[config.mk]
export PLATFORM = sky130hd
export DESIGN_NAME = uart_tx_scheduler
export DESIGN_NICKNAME = d
export VERILOG_FILES = /design/src/rtl/uart_tx_sched_pkg.sv /design/src/rtl/rr_arbiter.sv /design/src/rtl/uart_tx_scheduler.sv
export SDC_FILE = /design/constraint.sdc
export NUM_CORES = 1
export LEC_CHECK = 0
export BUFFER_PORTS_ARGS = -buffer_cell sky130_fd_sc_hd__buf_2
export CAP_MARGIN = 5
export CORE_UTILIZATION = 46
export CTS_CLUSTER_SIZE = 14
export DETAILED_ROUTE_END_ITERATION = 10
export PLACE_DENSITY = 0.78
export SKIP_LAST_GASP = 1
export SYNTH_ARGS = -nofsm -noshare
export SYNTH_HDL_FRONTEND = slang
export SYNTH_SLANG_ARGS = --single-unit
[constraint.sdc]
create_clock -name clk -period 2.53 [get_ports clk]
set_input_delay 0.506 -clock clk [delete_from_list [all_inputs] [get_ports clk]]
set_output_delay 0.506 -clock clk [all_outputs]
set_load 0.01 [all_outputs]
[src/rtl/uart_tx_sched_pkg.sv]
// uart_tx_sched_pkg: shared types and default sizes for the UART TX scheduler.
// Holds the scheduler FSM state enum and default WIDTH/NUM_REQ/BUSY_TIMEOUT.
package uart_tx_sched_pkg;

   localparam int DEF_WIDTH        = 8;
   localparam int DEF_NUM_REQ      = 4;
   localparam int DEF_BUSY_TIMEOUT = 4;

   typedef enum logic [1:0] {
      IDLE,
      LAUNCH,
      WAIT_BUSY,
      WAIT_DONE
   } sched_state_t;

endpackage

[src/rtl/rr_arbiter.sv]
// rr_arbiter: combinational round-robin pick, search starts at last_grant+1.
// Ports: req (requests), last_grant (previous winner), grant (one-hot), grant_idx.
module rr_arbiter
   import uart_tx_sched_pkg::*;
#(
   parameter int NUM_REQ = DEF_NUM_REQ,
   parameter int IW      = $clog2(NUM_REQ)
) (
   input  logic [NUM_REQ-1:0] req,
   input  logic [IW-1:0]      last_grant,
   output logic [NUM_REQ-1:0] grant,
   output logic [IW-1:0]      grant_idx
);

   // Scan from the farthest offset down to the nearest so the requester
   // closest after last_grant is the final (winning) assignment.
   always_comb begin
      logic [IW-1:0] k;
      grant     = '0;
      grant_idx = '0;
      k         = '0;
      for (int i = NUM_REQ; i >= 1; i--) begin
         k = IW'((int'(last_grant) + i) % NUM_REQ);
         if (req[k]) grant_idx = k;
      end
      if (|req) grant[grant_idx] = 1'b1;
   end

endmodule

[src/rtl/uart_tx_scheduler.sv]
// uart_tx_scheduler: shares one UART transmitter among NUM_REQ requesters.
// Ports: req_* (requester side), Data_valid/P_data/Par_* /Busy (UART side),
// grant_id, tx_done and timeout_err (status). rst is async active-low.
module uart_tx_scheduler
   import uart_tx_sched_pkg::*;
#(
   parameter int WIDTH        = DEF_WIDTH,
   parameter int NUM_REQ      = DEF_NUM_REQ,
   parameter int BUSY_TIMEOUT = DEF_BUSY_TIMEOUT
) (
   input  logic                       clk,
   input  logic                       rst,
   input  logic [NUM_REQ-1:0]         req_valid,
   input  logic [NUM_REQ*WIDTH-1:0]   req_data,
   input  logic [NUM_REQ-1:0]         req_par_en,
   input  logic [NUM_REQ-1:0]         req_par_type,
   output logic [NUM_REQ-1:0]         req_ready,
   output logic                       Data_valid,
   output logic [WIDTH-1:0]           P_data,
   output logic                       Par_en,
   output logic                       Par_type,
   input  logic                       Busy,
   output logic [$clog2(NUM_REQ)-1:0] grant_id,
   output logic                       tx_done,
   output logic                       timeout_err
);

   localparam int IW = $clog2(NUM_REQ);
   localparam int CW = $clog2(BUSY_TIMEOUT + 1);
   localparam logic [CW-1:0] TO_MAX = CW'(BUSY_TIMEOUT);

   sched_state_t state, state_nx;

   logic [IW-1:0]      last_grant;
   logic [IW-1:0]      arb_idx;
   logic [NUM_REQ-1:0] arb_grant;
   logic [CW-1:0]      to_cnt;
   logic               accept;
   logic [WIDTH-1:0]   sel_data;
   logic               sel_pe;
   logic               sel_pt;

   rr_arbiter #(
      .NUM_REQ (NUM_REQ),
      .IW      (IW)
   ) u_arb (
      .req        (req_valid),
      .last_grant (last_grant),
      .grant      (arb_grant),
      .grant_idx  (arb_idx)
   );

   always_comb begin
      sel_data = '0;
      sel_pe   = 1'b0;
      sel_pt   = 1'b0;
      for (int i = 0; i < NUM_REQ; i++) begin
         if (arb_grant[i]) begin
            sel_data = req_data[i*WIDTH +: WIDTH];
            sel_pe   = req_par_en[i];
            sel_pt   = req_par_type[i];
         end
      end
   end

   always_ff @(posedge clk or negedge rst) begin
      if (!rst) state <= IDLE;
      else      state <= state_nx;
   end

   // rst gates the accept path so req_ready is zero while reset is held.
   always_comb begin
      state_nx    = state;
      req_ready   = '0;
      Data_valid  = 1'b0;
      tx_done     = 1'b0;
      timeout_err = 1'b0;
      accept      = 1'b0;
      unique case (state)
         IDLE: begin
            if (rst && !Busy && |req_valid) begin
               accept    = 1'b1;
               req_ready = arb_grant;
               state_nx  = LAUNCH;
            end
         end
         LAUNCH: begin
            Data_valid = 1'b1;
            state_nx   = WAIT_BUSY;
         end
         WAIT_BUSY: begin
            if (Busy) begin
               state_nx = WAIT_DONE;
            end else if (to_cnt == TO_MAX) begin
               timeout_err = 1'b1;
               state_nx    = IDLE;
            end
         end
         WAIT_DONE: begin
            if (!Busy) begin
               tx_done  = 1'b1;
               state_nx = IDLE;
            end
         end
         default: state_nx = IDLE;
      endcase
   end

   always_ff @(posedge clk or negedge rst) begin
      if (!rst) begin
         last_grant <= IW'(NUM_REQ - 1);
         grant_id   <= '0;
         P_data     <= '0;
         Par_en     <= 1'b0;
         Par_type   <= 1'b0;
         to_cnt     <= '0;
      end else begin
         if (accept) begin
            last_grant <= arb_idx;
            grant_id   <= arb_idx;
            P_data     <= sel_data;
            Par_en     <= sel_pe;
            Par_type   <= sel_pt;
         end
         // Cleared while launching so WAIT_BUSY always starts from zero.
         if (state == LAUNCH) begin
            to_cnt <= '0;
         end else if (state == WAIT_BUSY && !Busy && to_cnt != TO_MAX) begin
            to_cnt <= to_cnt + CW'(1);
         end
      end
   end

endmodule
==> summary by stage <==
Setup path
The count of cells along the worst register-to-register path is 6. For the worst setup path, the data arrival time is 1.92 ns. The biggest fanout along the worst timing path is 5. The worst register-to-register path begins at last_grant[1]. The startpoint type of the worst setup path is a register. The kind of end point of the critical path is an output pin.

The origin of the worst setup path is last_grant[1]. The capturing point of the worst reg2reg path is Par_type. The critical path endpoint is req_ready[0]. The register-to-register path setup slack is 0.66 ns.

The critical path is of the register to output pin type. Data on the critical path is required at its endpoint by 2.02 ns.

Synthesis
The number of nets in the synthesized netlist is 224. In this run the cell area of the synthesized design comes to 1390 um^2. The distinct cell type count after synthesis is 38. The most frequently used cell type in the post-synthesis netlist is nand2_1. In the synthesized netlist the async set-or-reset flop fraction comes to 100%. Summed over all instances, the cell type with the most area after synthesis is dfrtp_1.

In the synthesized netlist the dominant register cell turns out to be dfrtp_1. Ranked by total cell area, the synthesized netlist is headed by dfrtp_1 (31%), a22o_1 (7.6%), a211oi_1 (6.5%), nand2_1 (6.0%), o21ai_0 (5.4%). After synthesis, the most frequently instantiated cells are nand2_1 (22), nor2_1 (18), dfrtp_1 (17), inv_1 (17), o21ai_0 (15). Sequential elements use 34.5% of the synthesized area. The number of synthesized flops with an enable pin is 0. The gate count of the mapped netlist is 175. After synthesis, the largest area contributor takes up 30.7% of total cell area. For this run, the number of Yosys warnings is 0. The number of flip-flops and latches in the synthesized netlist is 19.

The post-synthesis area per instance is 7.91 um^2.

Route
After detailed routing, the number of vias per cell comes to 5.45. The number of antenna-violating nets in the routed design is 0. In the final routed layout, each cell accounts on average for 12.9 um. In the routed design, unresolved DRC markers number 2. The first TritonRoute pass finished after 7 iterations.

The violation count after the first detailed-routing iteration is 64. The count of vias placed by the detailed router is 1477. Summed over all layers, the routed wires come to 3.49 mm.

Placement
The routability-driven placement congestion ratio is 0.858. The HPWL after detailed placement is 2.66 mm. In this run the tool buffered the top-level ports with 65 buffer cells. The cell area after placement is 1710 um^2.

Global routing
The via count of the first global-routing pass is 1315. The number of antenna violations at the first check in global routing was 0. The total congestion overflow is 0. For met1 alone, demand over resource in global routing was 28.7%. The global-route wire length before repair is 5.67 mm.

The total global-route track usage is 22.3%. The layer flagged by global routing as most heavily used is met2. For this run, global-route usage on met3 was measured as 5.53%. The met2 routing resource usage after global routing is 37.8%. The largest net degree at the start of global routing is 22.

Power and ir drop
For this design the ratio of total power to cell area is 875 nW/um^2. In this run the static leakage power is 0.000951 uW. VDD sags by at most 0.000529 V.

Outcome
The flow ran to the end, but the final reports show violations. The checks that failed: DRC.

Layout
The area growth from synthesis to layout is 26.8%. The final net count is 290. The final cell utilization of the core is 62.6%. The final-layout fill cell count is 276. The fraction of final layout cells sized beyond drive strength 1 is 35.0%.

The finished cells cover 1760 um^2. The number of diodes added for antenna fixing is 0.

Floorplan
The area of the core is 2810 um^2. The number of top-level design ports is 66. The placement row count is 19. The total die area is 3230 um^2. The die is 56.9 um tall.

The initial utilization of the core area, before any placement, comes to 49.4%. Measured along the x axis, the die boundary spans 56.9 um.

Timing
The minimum clock period after layout is 2.42 ns. Setup repair after global routing left no endpoint under its margin. Dividing the final minimum period by the clock period gives 95.8%. Setup violations remaining at the end of the flow were counted as 0. For this run, the top clock speed supported by timing is 0.413 GHz.

The number of pins with negative max-slew slack in the final report is 0. The slew of the pin with the lowest slew margin is 0.326 ns. The number of hold violations in the final report is 0. The worst-case headroom to the max-slew limit is 78.2%.

For the final database, setup skew stands at 0.00625 ns. Summed over all failing endpoints, the final setup total negative slack is 0 ns.

Clocking
The clock reaches the later pin of the worst-skew pair after 0.30 ns. The total CTS buffers is 3. The cell sitting at the root of the clock tree is a clkbuf_4. The total clock sinks is 19. TritonCTS built the clock tree. In this run the number of H-tree levels came out at 1. After clock tree synthesis, the clock-pin slew on the worst setup and hold paths is 0.12 ns.

The count of hold-fix buffers inserted at cts is 0. In this run the deepest clock path goes through 2 buffers.

Worst hold path
The classification of the worst-slack hold path is primary input to asynchronous set/reset pin.

Run
Across the run, the number of max-cap violations was 0.
-- worst min path at each step --
| stage | from | end | slack [ns] | cells after the start |
|---|---|---|---|---|
| after floorplan | rst | P_data[0] | 0.21 | 0 |
| after global placement | grant_id[1] | grant_id[1] | 0.46 | 1 |
| after detailed placement | grant_id[1] | grant_id[1] | 0.46 | 1 |
| after CTS | rst | P_data[5] | 0.17 | 2 |
| after global routing | rst | Par_type | 0.17 | 2 |
| final | rst | Par_type | 0.16 | 2 |
-- cells in the final DEF, fill, tap and decap left out, drive strengths merged, types with 3 or more instances in the layout --
master  count
clkbuf      3
inv        17
dfrtp      17
buf        73
a211oi     12
a21oi       6
and2        4
nand2      23
a22o       12
o21ai      24
nor2       18
-- critical path, cell delays in order, from the launching register on --
cell	delay (ns)
dfstp_2	0.60
mux2_4	0.32
a221oi_2	0.30
nand2_1	0.13
nor2_1	0.12
buf_2	0.14
-- per-layer routing --
layer	share of wire [%]	up-vias
met5	0	-
met4	0.37	0
met3	5.8	2
met2	48	46
met1	46	685
li1	-	744
-- state kept, by name, summed over array words and instances, names as in the netlist --
register / count
P_data: 8
Par_en: 1
Par_type: 1
grant_id: 2
last_grant: 2
state: 2
to_cnt: 3
-- logic make-up (layout without fill, tap and decap cells) --
family	count (synthesis)	in the layout	synth area share, %
muxes	1	1	1.08
DFF	19	19	34.5
adders and majority gates	2	2	1.81
and+or+nand+nor	55	55	18.2
buffers and inverters	29	94	10.5
AOI/OAI and AO/OA	69	69	33.9
-- final cells by class --
type / instances / area (um^2) / area share (%)
multi-input combinational: 127 / 763 / 43.4
sequential: 19 / 478 / 27.2
timing repair buffer: 73 / 385 / 21.9
inverter: 17 / 63.8 / 3.63
tap: 31 / 38.8 / 2.21
clock buffer: 3 / 22.5 / 1.28
clock inverter: 1 / 5.00 / 0.285
-- stage by stage --
stage,hold slack [ns],total power (uW),std cells,setup slack (ns)
3_3_place_gp,0.460,1350,265,0.366
6_report,0.160,1540,271,0.106
2_1_floorplan,0.210,1130,175,0.425
3_5_place_dp,0.463,1370,265,0.337
5_1_grt,0.168,1680,271,0.0206
4_1_cts,0.168,1520,269,0.00594
-- power breakdown --
group	total [uW]	leakage [uW]	internal, uW	switching [uW]
sequential	567	0.000235	446	122
combinational	811	0.000699	380	431
clock	159	0.0000177	58.9	99.9
total	1540	0.000951	885	653
-- repair_timing --
action                                  CTS  global route
setup buffers                             0             2
endpoints found under the setup margin    0             2
hold endpoints to repair                  0             0
gates resized for setup                   0             1
(Power assumes the default switching activity.)
